## config.mk

```make
export PLATFORM = sky130hd
export DESIGN_NAME = rr_arbiter_n
export DESIGN_NICKNAME = d
export VERILOG_FILES = /design/src/rtl/rr_arbiter_n.sv
export SDC_FILE = /design/constraint.sdc
export NUM_CORES = 1
export LEC_CHECK = 0
export CAP_MARGIN = 20
export CORE_UTILIZATION = 64
export CTS_CLUSTER_SIZE = 20
export DETAILED_ROUTE_END_ITERATION = 16
export DONT_BUFFER_PORTS = 1
export GPL_TIMING_DRIVEN = 0
export PLACE_DENSITY = 0.88
export SYNTH_ARGS = -nofsm -noshare
export SYNTH_HDL_FRONTEND = slang
export SYNTH_SLANG_ARGS = --single-unit
```

## constraint.sdc

```tcl
create_clock -name clk -period 5.1 [get_ports clk]
set_input_delay 1.02 -clock clk [delete_from_list [all_inputs] [get_ports clk]]
set_output_delay 1.02 -clock clk [all_outputs]
set_load 0.05 [all_outputs]
```

## src/rtl/rr_arbiter_n.sv

```systemverilog
// rr_arbiter_n: N-way round-robin arbiter with bounded tenure (MAX_HOLD).
// Ports: clk, rst_n (async, active-low), req[N], lock (only with RR_ARB_LOCK_EN),
//        gnt[N] one-hot, gnt_valid, gnt_id, hold_cnt[8]; all outputs registered.
// Optional feature macro: RR_ARB_LOCK_EN adds the lock port (tenure extension).
module rr_arbiter_n #(
    parameter int N        = 4,
    parameter int MAX_HOLD = 4
) (
    input  logic                 clk,
    input  logic                 rst_n,
    input  logic [N-1:0]         req,
`ifdef RR_ARB_LOCK_EN
    input  logic                 lock,
`endif
    output logic [N-1:0]         gnt,
    output logic                 gnt_valid,
    output logic [$clog2(N)-1:0] gnt_id,
    output logic [7:0]           hold_cnt
);

    localparam int IW = $clog2(N);

    typedef enum logic {
        IDLE  = 1'b0,
        GRANT = 1'b1
    } state_t;

    state_t        state;
    logic [IW-1:0] ptr;

    logic [IW-1:0] win;
    logic          win_ok;
    logic [IW-1:0] win_nxt;
    logic          owner_req;
    logic          at_max;
    logic          lock_ext;
    logic          do_grant;
    logic          do_idle;
    logic          do_inc;

`ifdef RR_ARB_LOCK_EN
    assign lock_ext = lock;
`else
    assign lock_ext = 1'b0;
`endif

    // Search ptr, ptr+1, ... modulo N. Iterating from the far end lets
    // the closest set bit to ptr overwrite the others.
    always_comb begin
        int j;
        j      = 0;
        win    = '0;
        win_ok = 1'b0;
        for (int k = N - 1; k >= 0; k--) begin
            j = int'(ptr) + k;
            if (j >= N) begin
                j = j - N;
            end
            if (req[j]) begin
                win    = IW'(j);
                win_ok = 1'b1;
            end
        end
        win_nxt = (win == IW'(N - 1)) ? '0 : win + 1'b1;
    end

    always_comb begin
        owner_req = req[gnt_id];
        at_max    = (hold_cnt >= 8'(MAX_HOLD));
        // New tenure: from idle, on owner release, or on expiry without lock.
        do_grant  = win_ok &&
                    ((state == IDLE) || !owner_req ||
                     (at_max && !lock_ext));
        do_idle   = (state == GRANT) && !win_ok;
        do_inc    = (state == GRANT) && owner_req && !at_max;
    end

    always_ff @(posedge clk or negedge rst_n) begin
        if (!rst_n) begin
            state     <= IDLE;
            ptr       <= '0;
            gnt       <= '0;
            gnt_valid <= 1'b0;
            gnt_id    <= '0;
            hold_cnt  <= 8'd0;
        end else if (do_grant) begin
            state     <= GRANT;
            ptr       <= win_nxt;
            gnt       <= {{(N-1){1'b0}}, 1'b1} << win;
            gnt_valid <= 1'b1;
            gnt_id    <= win;
            hold_cnt  <= 8'd1;
        end else if (do_idle) begin
            state     <= IDLE;
            gnt       <= '0;
            gnt_valid <= 1'b0;
            gnt_id    <= '0;
            hold_cnt  <= 8'd0;
        end else if (do_inc) begin
            hold_cnt  <= hold_cnt + 8'd1;
        end
        // Otherwise: idle with no request, or locked extension at MAX_HOLD.
    end

endmodule
```

==> results of run 1 <==
worst max path at each step:
stage                     endpoint  slack [ns]  cells past startpoint
after detailed placement    ptr[1]        2.72                      5
after global placement      ptr[1]        2.74                      5
after global routing        ptr[1]        2.88                      5
after floorplan             ptr[1]        2.81                      5
after CTS                   ptr[1]        2.92                      5
final                       ptr[1]        2.94                      5
registers in the layout, summed over array words and instances (netlist names):
signal	flops
state	1
gnt_id	2
hold_cnt	8
gnt	4
ptr	2
cells in the final DEF, fill, tap and decap left out, types with 2 or more instances in the layout:
master,Yosys,layout
sky130_fd_sc_hd__o21ai_0,3,3
sky130_fd_sc_hd__a22o_1,5,5
sky130_fd_sc_hd__a21oi_1,4,4
sky130_fd_sc_hd__ha_1,6,6
sky130_fd_sc_hd__nor2_1,7,7
sky130_fd_sc_hd__inv_1,6,6
sky130_fd_sc_hd__and3_1,2,2
sky130_fd_sc_hd__a21boi_0,2,2
sky130_fd_sc_hd__clkbuf_4,0,3
sky130_fd_sc_hd__a41oi_1,2,2
sky130_fd_sc_hd__mux2i_1,2,2
sky130_fd_sc_hd__a31oi_1,2,2
sky130_fd_sc_hd__dfrtp_1,17,17
per-layer routing:
metal / global-route usage / vias up
li1: - / 281
met5: 0 / -
met3: 0.09091 / 4
met4: 0.1293 / 0
met2: 0.3625 / 33
met1: 0.3864 / 299
synthesized netlist by cell type, types with 2 or more instances:
| cell type | n | area share |
|---|---|---|
| sky130_fd_sc_hd__mux2i_1 | 2 | 0.023 |
| sky130_fd_sc_hd__dfrtp_1 | 17 | 0.48 |
| sky130_fd_sc_hd__a21boi_0 | 2 | 0.017 |
| sky130_fd_sc_hd__a41oi_1 | 2 | 0.020 |
| sky130_fd_sc_hd__o21ai_0 | 3 | 0.017 |
| sky130_fd_sc_hd__a31oi_1 | 2 | 0.014 |
| sky130_fd_sc_hd__ha_1 | 6 | 0.084 |
| sky130_fd_sc_hd__a22o_1 | 5 | 0.049 |
| sky130_fd_sc_hd__inv_1 | 6 | 0.025 |
| sky130_fd_sc_hd__a21oi_1 | 4 | 0.023 |
| sky130_fd_sc_hd__nor2_1 | 7 | 0.030 |
| sky130_fd_sc_hd__and3_1 | 2 | 0.014 |
cells by family after synthesis:
family                     after synthesis
DFF                                     17
AOI/OAI and AO/OA                       22
muxes                                    4
buffers and inverters                    8
and+or+nand+nor                         18
adders and majority gates                6
area by class of cell:
type                       count  area, um^2
multi-input combinational     50       426.7
sequential                    17       425.4
fill                         101       365.4
inverter                       7       26.28
clock buffer                   3       22.52
tap                           15       18.77
buffer                         1       11.26
clock inverter                 1       5.005
through the flow:
stage / total power [mW] / hold slack (ns) / utilization / instance area [um^2]
floorplan: 0.4887 / 0.5435 / - / 889.6
global placement: 0.5213 / 0.5712 / 0.6981 / 908.4
detailed placement: 0.5377 / 0.5883 / 0.6981 / 908.4
CTS: 0.6112 / 0.3985 / 0.7192 / 935.9
global route: 0.6428 / 0.3847 / 0.7192 / 935.9
finish: 0.6088 / 0.4040 / 0.7192 / 935.9
where the power goes:
part           internal [mW]  leakage, nW  switching (mW)
Sequential             0.173        0.216           0.152
Combinational          0.101        0.206           0.109
Clock                 0.0292       0.0177          0.0442
==> flow_results.org, run 1 <==
** GRT
- The first global-routing pass estimated 2559 um of wire.
- Total global-route track usage :: 0.2696
- Entering global routing, the biggest net connects 18 pins.
- The number of antenna violations at the first check in global routing came to 0.
- After global routing the overflow that remains totals 0.
- The via count of the first global-routing pass is 565.

** Timing
- Number of slew-limit violations in the final report :: 0
- In the final timing run, aggregate negative setup slack is 0 ns.
- Minimum clock period after layout :: 2.164 ns
- Largest clock skew in the final design :: 0.003357 ns
- The worst path meets setup with 2.936 ns of slack.
- Slew at the pin closest to its max-slew limit :: 0.5987 ns
- Maximum clock rate :: 462.0 MHz
- Dividing the final minimum period by the clock period gives 0.4244.
- Setup repair after global routing left no endpoint under its margin.
- Setup violations remaining at the end of the flow were counted as 0.
- The worst pin sits at a relative slew slack of 0.6009.
- The final hold violation count was 0.

** Synth
- Fraction of the yosys area taken by sequential cells :: 0.4782
- Synth Area in Simple Gates :: 0.1533
- Yosys reg bits :: 17
- Share of synthesized registers carrying an async set or reset :: 1.000
- Top_reg_cell synth :: sky130_fd_sc_hd__dfrtp_1
- After synthesis, the netlist uses 29 different library cells.
- A synthesized cell averages 11.86 um^2.
- Of the total synthesized cell area, the portion taken by full adders, half adders and majority gates is 0.08439.
- During synthesis, Yosys emitted a total of 0 warnings.
- Measured against the total synthesized area, the mux share comes to 0.06048.
- Gate count of the mapped netlist :: 75
- Largest family of logic cells by synthesized area :: compound AO/OA/AOI/OAI gates
- Nets in the synthesized netlist :: 87
- Synthesized cell area :: 889.6 um^2
- Share of the synthesized area in compound gates (AO/OA/AOI/OAI) :: 0.1814
- Of the total synthesized cell area, the portion taken by XOR and XNOR cells is 0.
- Counting flops with a built-in enable in the synthesized netlist gives 0.

** Floorplanning
- Die height :: 39.28 um
- The floorplan has 13 rows.
- The floorplan step defined a die boundary enclosing 1543 um^2.
- The die is 39.28 um wide.
- The core region is 1301 um^2.
- 21 I/O pins were placed.
- For this configuration, the core starts out at a cell density of 0.6837.

** Clock tree
- Sinks on the clock net :: 17
- CTS placed an instance of sky130_fd_sc_hd__clkbuf_4 at the clock tree root.
- H-tree levels :: 1
- Post-cts gate resize count :: 0
- Buffers inserted during clock tree synthesis total 3.
- No sink is reached through more buffers than the 2 on the longest clock path.
- Setup repair bufs after CTS :: 0
- Clock latency of the later-clocked register in the worst-skew pair :: 0.29 ns
- TritonCTS built the clock tree.
- After clock tree synthesis, the clock-pin slew on the worst setup and hold paths is 0.10 ns.
- After clock tree synthesis, the flow added hold-fix buffers numbering 0.

** Worst setup path
- Data on the critical path is required at its endpoint by 5.28 ns.
- Of all nets on the critical path, the largest fanout is 7.
- Kind of start point of the critical path :: flop
- Across all register-to-register paths, the minimum setup slack is 2.94 ns.
- The critical path is of the flop to flop type.
- For this design, the slowest cell found on the critical path is sky130_fd_sc_hd__dfrtp_1.
- The startpoint identified for the worst register-to-register timing path is gnt_id[0].
- Critical path cell sequence :: mux4_2, and3_1, buf_6, nor2_8, mux2_1
- On the worst path, the slowest cell contributes a delay of 0.69 ns.
- The endpoint identified for the worst register-to-register timing path is ptr[1].
- Data arrives at the worst endpoint at 2.35 ns.
- Top delay family on crit path :: multiplexers
- Counting cells, the worst reg-to-reg path comes to 5.
- Startpoint of the worst setup timing path :: gnt_id[0]
- Buf+Inv Stages, Crit Path :: 1
- Nature of the critical path endpoint :: flop

** Final layout
- Of the cells placed in the final design, the portion with a size suffix greater than 1 is 0.1519.
- The finished layout holds 94 standard cells, fillers aside.
- Compared with the post-synthesis result, the final layout area differs by 5.204%.
- The repair_antennas step left the layout with diodes totalling 0.
- The net count of the finished layout is 92.

** Placement
- IO Port Bufs :: 0
- Cell Count Post-Placement :: 90
- Routability-driven placement finished with a final weighted congestion of 0.7046.
- Once detailed placement completed, the half-perimeter wirelength came to 1224 um.
- Timing analysis after detailed placement gives a worst setup slack of 2.716 ns.

** Pwr
- In this run the static leakage power is 0.4395 nW.
- For this design the ratio of total power to cell area is 650.5 nW/um^2.
- Across the VDD grid, the largest voltage drop is 0.5109 mV.

** Status
- Result of the run :: completed

** Drt
- Routed length per placed instance :: 17.85 um
- In the routed design, unresolved DRC markers number 0.
- The detailed router put a total of 701 um of wire on met1.
- Top Layer Used :: met4
- Wire segments on met2 add up to 801 um in the final route.
- The routed design has 1678 um of wire.
- The final route contains 617 vias.
- Final ANT Viol Nets :: 0
- Detailed routing placed a total of 143 um of wire on met3.
- Dividing the detail-routed via count by the number of cells gives 6.564.
- The first routing iteration left 18 violations.
- Router iterations before antenna repair :: 4

** Worst hold path
- The worst hold path belongs to the class primary input to async pin.

** Job
- The tool flagged a number of max-cap violations equal to 0.
(Power assumes the default switching activity.)
==> inputs of run 2 (changes only) <==
--- a/config.mk
+++ b/config.mk
@@ -6,12 +6,13 @@
 export NUM_CORES = 1
 export LEC_CHECK = 0
 export CAP_MARGIN = 20
-export CORE_UTILIZATION = 64
+export CORE_ASPECT_RATIO = 1.1
+export CORE_UTILIZATION = 54
 export CTS_CLUSTER_SIZE = 20
 export DETAILED_ROUTE_END_ITERATION = 16
 export DONT_BUFFER_PORTS = 1
 export GPL_TIMING_DRIVEN = 0
-export PLACE_DENSITY = 0.88
+export PLACE_DENSITY = 0.8
 export SYNTH_ARGS = -nofsm -noshare
 export SYNTH_HDL_FRONTEND = slang
 export SYNTH_SLANG_ARGS = --single-unit
==> constraint.sdc (replaced) <==
create_clock -name clk -period 1.85 [get_ports clk]
set_input_delay 0.37 -clock clk [delete_from_list [all_inputs] [get_ports clk]]
set_output_delay 0.37 -clock clk [all_outputs]
set_load 0.05 [all_outputs]
==> run 2 against run 1 <==
Net effect: via count shrank 0.97%; register-to-register slack lost 2.9 ns; combinational power grew to 2.9 times the previous value; clock-buffer cell count grew 1; maximum frequency grew 21%; critical endpoint unchanged; largest power group unchanged.
==> flow_results.org, run 2 (same netlist as run 1, synthesis figures left out) <==
** Worst setup path
- Kind of start point of the critical path :: flop (unchanged)
- The worst setup slack for register-to-register paths was 0.06 ns (was 2.94 ns).
- Worst EP arrival :: 1.98 ns (was 2.35 ns)
- Critical path's slowest cell :: sky130_fd_sc_hd__dfrtp_2 (was sky130_fd_sc_hd__dfrtp_1)
- Critical path cell sequence :: mux4_2, and3_4, nor2_8, mux2_4 (was mux4_2, and3_1, buf_6, nor2_8, mux2_1)
- Startpoint of the worst register-to-register path :: gnt_id[0] (unchanged)
- Kind of critical path :: flop to flop (unchanged)
- The depth of the most critical reg-to-reg path was 4 (was 5).
- Maximum net fanout on the critical path :: 6 (was 7)
- Stage delay of the slowest cell on the critical path :: 0.56 ns (was 0.69 ns)
- The required time of the critical path came to 2.04 ns (was 5.28 ns).
- End of the worst register-to-register path :: ptr[1] (unchanged)
- Nature of the critical path endpoint :: flop (unchanged)
- The critical path launch point is gnt_id[0] (unchanged).

** Timing
- Remaining max-slew budget at the tightest pin :: 0.5112 (was 0.6009)
- The worst-case hold slack was 0.1972 ns (was 0.4040 ns).
- Maximum clock rate :: 557.2 MHz (was 462.0 MHz)
- The final hold violation count came to 0 (unchanged).
- Worst Slack Setup Final :: 0.05529 ns (was 2.936 ns)
- Unrepaired setup endpoints after global routing :: false (unchanged)
- The number of slew-limit violations in the final report is 0 (unchanged).
- Minimum clock period after layout :: 1.795 ns (was 2.164 ns)
- The part of the cycle the worst path needs is 0.9701 (was 0.4244).
- The setup violation total in the final timing report came to 0 (unchanged).
- The worst clock skew is 0.003131 ns (was 0.003357 ns).
- Slew at the pin closest to its max-slew limit :: 0.7309 ns (was 0.5987 ns)

** Worst hold path
- Min-Delay Endpoint :: state
- The class of the tightest hold or removal check was primary input to flop (was primary input to async pin).
- Cells on Worst Hold Path :: 2
- Worst hold start :: req[1]

** Drt
- The detailed-route wire length on metal 1 came to 709 um (was 701 um).
- The via-per-instance ratio came to 6.299 (was 6.564).
- DR vias :: 611 (was 617)
- The number of DRC markers in iteration 0 came to 13 (was 18).
- The overall routed net length was 1561 um (was 1678 um).
- The length of the first detailed-routing pass in iterations was 4 (unchanged).
- Number of remaining DRC errors :: 0 (unchanged)
- The post-route antenna net violation count came to 0 (unchanged).
- The amount of wire on met3 after detailed routing came to 79 um (was 143 um).
- The length of routed met2 wiring came to 749 um (was 801 um).
- Top Layer Used :: met4 (unchanged)
- The post-detailed-route wirelength per cell was 16.09 um (was 17.85 um).

** Placement
- Setup slack after placement :: -0.09739 ns (was 2.716 ns)
- The detailed-placement wirelength estimate was 1144 um (was 1224 um).
- The routability-driven placement congestion ratio was 0.7311 (was 0.7046).
- Cell Count Post-Placement :: 92 (was 90)
- The number of buffers inserted by port buffering was 0 (unchanged).

** Final layout
- Finished Core Util :: 0.6169 (was 0.7192)
- The synthesis-to-finish area growth is 8.017% (was 5.204%).
- The final-stage net count came to 93 (was 92).
- The most common cell after layout, fill and taps aside was sky130_fd_sc_hd__dfrtp_1 (unchanged).
- Fraction of layout cells with a size suffix above 1 :: 0.2125 (was 0.1519)
- Largest registers :: hold_cnt (8), gnt (4) (unchanged)
- Largest register by flop count :: hold_cnt (unchanged)
- The flip-flop count of the largest register after layout is 8 (unchanged).
- Commonest non-fill, non-tap cells in the layout :: sky130_fd_sc_hd__dfrtp_1 (13), sky130_fd_sc_hd__nor2_1 (7), sky130_fd_sc_hd__inv_1 (6), sky130_fd_sc_hd__ha_1 (6), sky130_fd_sc_hd__a22o_1 (5) (was sky130_fd_sc_hd__dfrtp_1 (17), sky130_fd_sc_hd__nor2_1 (7), sky130_fd_sc_hd__inv_1 (6), sky130_fd_sc_hd__ha_1 (6), sky130_fd_sc_hd__a22o_1 (5))
- N_diodes :: 0 (unchanged)
- The number of cells in the finished layout apart from fillers came to 97 (was 94).

** GRT
- Total global-route track usage :: 0.1815 (was 0.2696)
- The number of antenna violations at the first check in global routing came to 0 (unchanged).
- The pin count of the biggest net entering global routing came to 18 (unchanged).
- The global-route wire length before repair was 2228 um (was 2559 um).
- The overflow left after global routing is 0 (unchanged).
- Via count of the first global-routing pass :: 548 (was 565)

** Pwr
- Tot Pwr :: 1.698 mW (was 608.8 uW)
- The largest vdd supply drop came to 1.000 mV (was 0.5109 mV).
- The total power per unit cell area was 1768 nW/um^2 (was 650.5 nW/um^2).
- Leakage power :: 0.4404 nW (was 0.4395 nW)

** Clock tree
- Clock tree from TritonCTS :: yes (unchanged)
- Clock root buffer :: sky130_fd_sc_hd__clkbuf_4 (unchanged)
- The H-tree level count came to 1 (unchanged).
- The number of buffers between clock root and the deepest sink was 2 (unchanged).
- Clock latency of the later-clocked register in the worst-skew pair :: 0.29 ns (about the same)
- The number of clock sinks seen by CTS came to 17 (unchanged).
- The total CTS buffers was 3 (unchanged).
- Reg clk slew, reported paths :: 0.10 ns (about the same)

** Job
- The count of max-cap constraint violations came to 0 (unchanged).

** Floorplanning
- The initial core utilization is 0.5711 (was 0.6837).
- The width of the die was 40.70 um (was 39.28 um).
- The number of primary I/O pins came to 21 (unchanged).
- The row count was 15 (was 13).
- Std-Cell Core Area :: 1558 um^2 (was 1301 um^2)
- The die height came to 44.57 um (was 39.28 um).
- The overall die area is 1814 um^2 (was 1543 um^2).

** Status
- Result of the run :: completed (unchanged)
[run 2: report_power, final]
group,leakage (nW),switching [mW],internal [mW]
logic,0.214,0.294,0.306
registers,0.211,0.419,0.480
clock network,0.0150,0.115,0.0839
total,0.440,0.828,0.871
[run 2: how the worst max path moves through the flow]
stage | to | slack (ns) | cells after the start
6_report | ptr[1] | 0.06 | 4
5_1_grt | ptr[1] | 0.01 | 4
4_1_cts | ptr[1] | 0.02 | 4
3_5_place_dp | ptr[1] | -0.1 | 5
3_3_place_gp | ptr[1] | -0.1 | 5
2_1_floorplan | ptr[1] | -0.03 | 5
[run 2: per-layer routing]
metal / GRT usage / vias to the layer above
li1: - / 284
met1: 0.2295 / 302
met2: 0.3016 / 23
met3: 0.03518 / 2
met4: 0.06000 / 0
met5: 0 / -
[run 2: worst max-delay path, delay by kind of cell (launching register included)]
kind / cells / cell delay (ns)
muxes: 2 / 0.84
DFF: 1 / 0.56
and+or+nand+nor: 2 / 0.30
[run 2: metrics by stage]
step | TNS, ns | cell area, um^2
3_3_place_gp | -0.09729 | 912.1
4_1_cts | 0 | 958.4
5_1_grt | 0 | 960.9
2_1_floorplan | -0.03343 | 890.9
3_5_place_dp | -0.09739 | 912.1
6_report | 0 | 960.9
[run 2: what timing repair did]
action | in CTS | in global routing
gates resized for setup | 4 | 2
endpoints found under the setup margin | 4 | 7
buffers inserted | 1 | 0
pin swaps | 1 | 1
hold buffers | 1 | 0
hold endpoints to repair | 17 | 0
[run 2: final cells by class]
class | count | area [um^2]
multi-input combinational | 50 | 435.4
inverter | 7 | 26.28
clock buffer | 4 | 26.28
fill | 119 | 596.8
sequential | 17 | 430.4
timing repair buffer | 2 | 21.27
tap | 17 | 21.27
==> inputs of run 3 (changes only) <==
--- a/config.mk
+++ b/config.mk
@@ -13,6 +13,7 @@
 export DONT_BUFFER_PORTS = 1
 export GPL_TIMING_DRIVEN = 0
 export PLACE_DENSITY = 0.8
+export SLEW_MARGIN = 40
 export SYNTH_ARGS = -nofsm -noshare
 export SYNTH_HDL_FRONTEND = slang
 export SYNTH_SLANG_ARGS = --single-unit
==> run 3 against run 2 <==
Net effect: largest cell class unchanged; clock-buffer cell count unchanged; wire length unchanged; global-route usage unchanged; power about the same; the flow now finishes with violations (hold timing); worst setup slack unchanged; sequential share of layout area increased by 0.23 points; largest power group unchanged.
==> flow_results.org, run 3 (same netlist as run 1, synthesis figures left out) <==
** Status
- Result of the run :: finished with violations (was completed)
- Violations in the final reports :: hold timing

** Clock tree
- Longest Clk Path Bufs :: 2 (unchanged)
- H-tree levels :: 1 (unchanged)
- The CTS tree is yes (unchanged).
- The clock latency on the worst-skew pair is 0.29 ns (about the same).
- The number of clock sinks seen by CTS came to 17 (unchanged).
- The clock transition time at the flip-flop clock pins of the worst setup and hold paths is 0.10 ns (about the same).
- Clock root buffer :: sky130_fd_sc_hd__clkbuf_4 (unchanged)
- Num CTS Buffers :: 3 (unchanged)

** Worst setup path
- Maximum net fanout on the critical path :: 6 (unchanged)
- The category of cells accounting for the largest share of critical-path delay is multiplexers (unchanged).
- The worst-path cell with the longest stage delay is sky130_fd_sc_hd__dfrtp_2 (unchanged).
- The combined buffer and inverter count along the critical path was 0 (unchanged).
- Kind of start point of the critical path :: flop (unchanged)
- Critical path cell sequence: mux4_2, and3_4, nor2_8, mux2_4 (unchanged).
- The data arrival time of the critical path was 1.98 ns (about the same).
- Nature of the critical path endpoint :: flop (unchanged)
- The category of the critical setup timing path is flop to flop (unchanged).
- Crit path required time :: 2.04 ns (about the same)
- Stage delay of the slowest cell on the critical path :: 0.56 ns (about the same)
- Register-to-register path setup slack :: 0.06 ns (about the same)

** Final layout
- The final-stage net count was 93 (unchanged).
- N_diodes :: 0 (unchanged)
- The synthesis-to-finish area growth is 7.454% (was 8.017%).
- The count of fill cells added during filler insertion was 120 (was 119).
- Largest registers: hold_cnt (8), gnt (4) (unchanged).
- The final cell utilization of the core is 0.6137 (was 0.6169).
- The most common cell after layout, fill and taps aside is sky130_fd_sc_hd__dfrtp_1 (unchanged).
- Fraction of layout cells with a size suffix above 1 :: 0.2250 (was 0.2125)
- The register name with the most flops is hold_cnt (unchanged).
- Commonest non-fill, non-tap cells in the layout: sky130_fd_sc_hd__dfrtp_1 (13), sky130_fd_sc_hd__nor2_1 (7), sky130_fd_sc_hd__inv_1 (6), sky130_fd_sc_hd__ha_1 (6), sky130_fd_sc_hd__a22o_1 (5) (unchanged).
- Flip-flop count of the largest register after layout :: 8 (unchanged)
- The number of cells in the finished layout apart from fillers came to 97 (unchanged).

** Placement
- The routability-driven placement congestion ratio is 0.7311 (unchanged).
- The detailed-placement wirelength estimate came to 1144 um (unchanged).
- The number of buffers inserted by port buffering was 0 (unchanged).
- The instance count after placement with tap cells included came to 92 (unchanged).

** Timing
- The peak clock frequency supported by timing came to 557.2 MHz (unchanged).
- The final hold violation count is 17 (was 0).
- The clock period minus final worst setup slack is 1.795 ns (unchanged).
- Remaining max-slew budget at the tightest pin :: 0.6089 (was 0.5112)
- Slew at the pin closest to its max-slew limit :: 0.5867 ns (was 0.7309 ns)
- The worst-case hold slack came to -0.02615 ns (was 0.1972 ns).
- The setup violation total in the final timing report was 0 (unchanged).
- The setup TNS after final layout came to 0 ns (unchanged).
- Number of slew-limit violations in the final report :: 0 (unchanged)
- Largest clock skew in the final design :: 0.003131 ns (unchanged)
- Unrepaired setup endpoints after global routing :: false (unchanged)
- Ratio of final minimum period to clock period :: 0.9701 (unchanged)

** GRT
- Initial antenna violation count :: 0 (unchanged)
- The via count of the first global-routing pass is 548 (unchanged).
- Overflow after GRT :: 0 (unchanged)
- Largest net degree at the start of global routing :: 18 (unchanged)
- First-pass GRT wire length :: 2228 um (unchanged)
- Total global-route track usage :: 0.1815 (unchanged)

** Pwr
- Internal power summed over all cells :: 870.1 uW (was 870.7 uW)
- Fraction of power spent switching nets :: 0.4875 (was 0.4874)
- Pwr per Cell Area :: 1776 nW/um^2 (was 1768 nW/um^2)
- Power share of the sequential group :: 0.530 (about the same)
- Clock network fraction of total power :: 0.117 (about the same)
- The largest vdd supply drop is 1.000 mV (about the same).
- Part of the total power dissipated in combinational logic :: 0.353 (about the same)
- The leakage dissipation came to 0.4402 nW (was 0.4404 nW).
- P_sw :: 827.8 uW (about the same)

** Drt
- Routed length per placed instance :: 16.09 um (unchanged)
- The post-route antenna net violation count came to 0 (unchanged).
- Average vias per placed instance :: 6.289 (was 6.299)
- The number of vias after detailed routing was 610 (was 611).
- The number of DRC markers in iteration 0 was 13 (unchanged).
- The number of remaining DRC errors is 0 (unchanged).
- Drt total wl :: 1561 um (unchanged)
- The length of the first detailed-routing pass in iterations came to 4 (unchanged).

** Floorplanning
- Die width :: 40.70 um (unchanged)
- Floorplan die area :: 1814 um^2 (unchanged)
- Cell Rows :: 15 (unchanged)
- Std-Cell Core Area :: 1558 um^2 (unchanged)
- The die height was 44.57 um (unchanged).
- Boundary pin count :: 21 (unchanged)
- Initial cell density of the core :: 0.5711 (unchanged)

** Job
- The count of max-cap constraint violations is 0 (unchanged).

** Worst hold path
- The class of the tightest hold or removal check is primary input to async pin (was primary input to flop).
run 3: cell types whose count changed in the layout (fill, tap and decap cells not counted), sizes merged:
cell,before,now
dlygate4sd3,1,0
buf,1,2
run 3: layout make-up:
type / instances / area (um^2) / area share
multi-input cells: 50 / 435.4 / 0.4555
flip-flops and latches: 17 / 430.4 / 0.4503
clock buffers: 4 / 26.28 / 0.02749
inverters: 7 / 26.28 / 0.02749
well taps: 17 / 21.27 / 0.02225
repair buffers: 2 / 16.27 / 0.01702
run 3: path summary, 6_finish.rpt:
kind                       depth (start not counted)           to       from
max reg2reg                                        4       ptr[1]  gnt_id[0]
min in group clk                                   2        state     req[1]
min reg2reg                                        2       ptr[0]     ptr[0]
min                                                1  hold_cnt[1]      rst_n
max in group asynchronous                          1  hold_cnt[3]      rst_n
max                                                4       ptr[1]  gnt_id[0]
run 3: power by group through the flow:
stage	registers, mW	logic [mW]	clock network, mW
after global routing	0.918	0.655	0.214
after detailed placement	0.906	0.559	0
after CTS	0.900	0.615	0.202
after global placement	0.903	0.539	0
final	0.899	0.599	0.199
after floorplan	0.875	0.475	0
run 3: metal layers:
metal | up-vias | share of wire | wire length (um) | track usage
met5 | - | 0 | 0 | 0
li1 | 284 | - | - | -
met4 | 0 | 0.014 | 22 | 0.06000
met1 | 301 | 0.45 | 707 | 0.2295
met3 | 2 | 0.051 | 80 | 0.03518
met2 | 23 | 0.48 | 751 | 0.3016
run 3: repair_timing:
item	CTS	global route
endpoints found under the setup margin	4	7
resized for setup	4	2
gates cloned	0	0
hold endpoints to repair	17	0
hold buffers	1	0
setup buffers	1	0
pin swaps	1	1
run 3: metrics by stage:
stage / total power [mW] / worst slack, ns / area [um^2]
6_report: 1.698 / 0.05529 / 955.9
5_1_grt: 1.787 / 0.01340 / 955.9
4_1_cts: 1.717 / 0.02222 / 958.4
3_5_place_dp: 1.465 / -0.09739 / 912.1
3_3_place_gp: 1.442 / -0.09729 / 912.1
2_1_floorplan: 1.350 / -0.03343 / 890.9
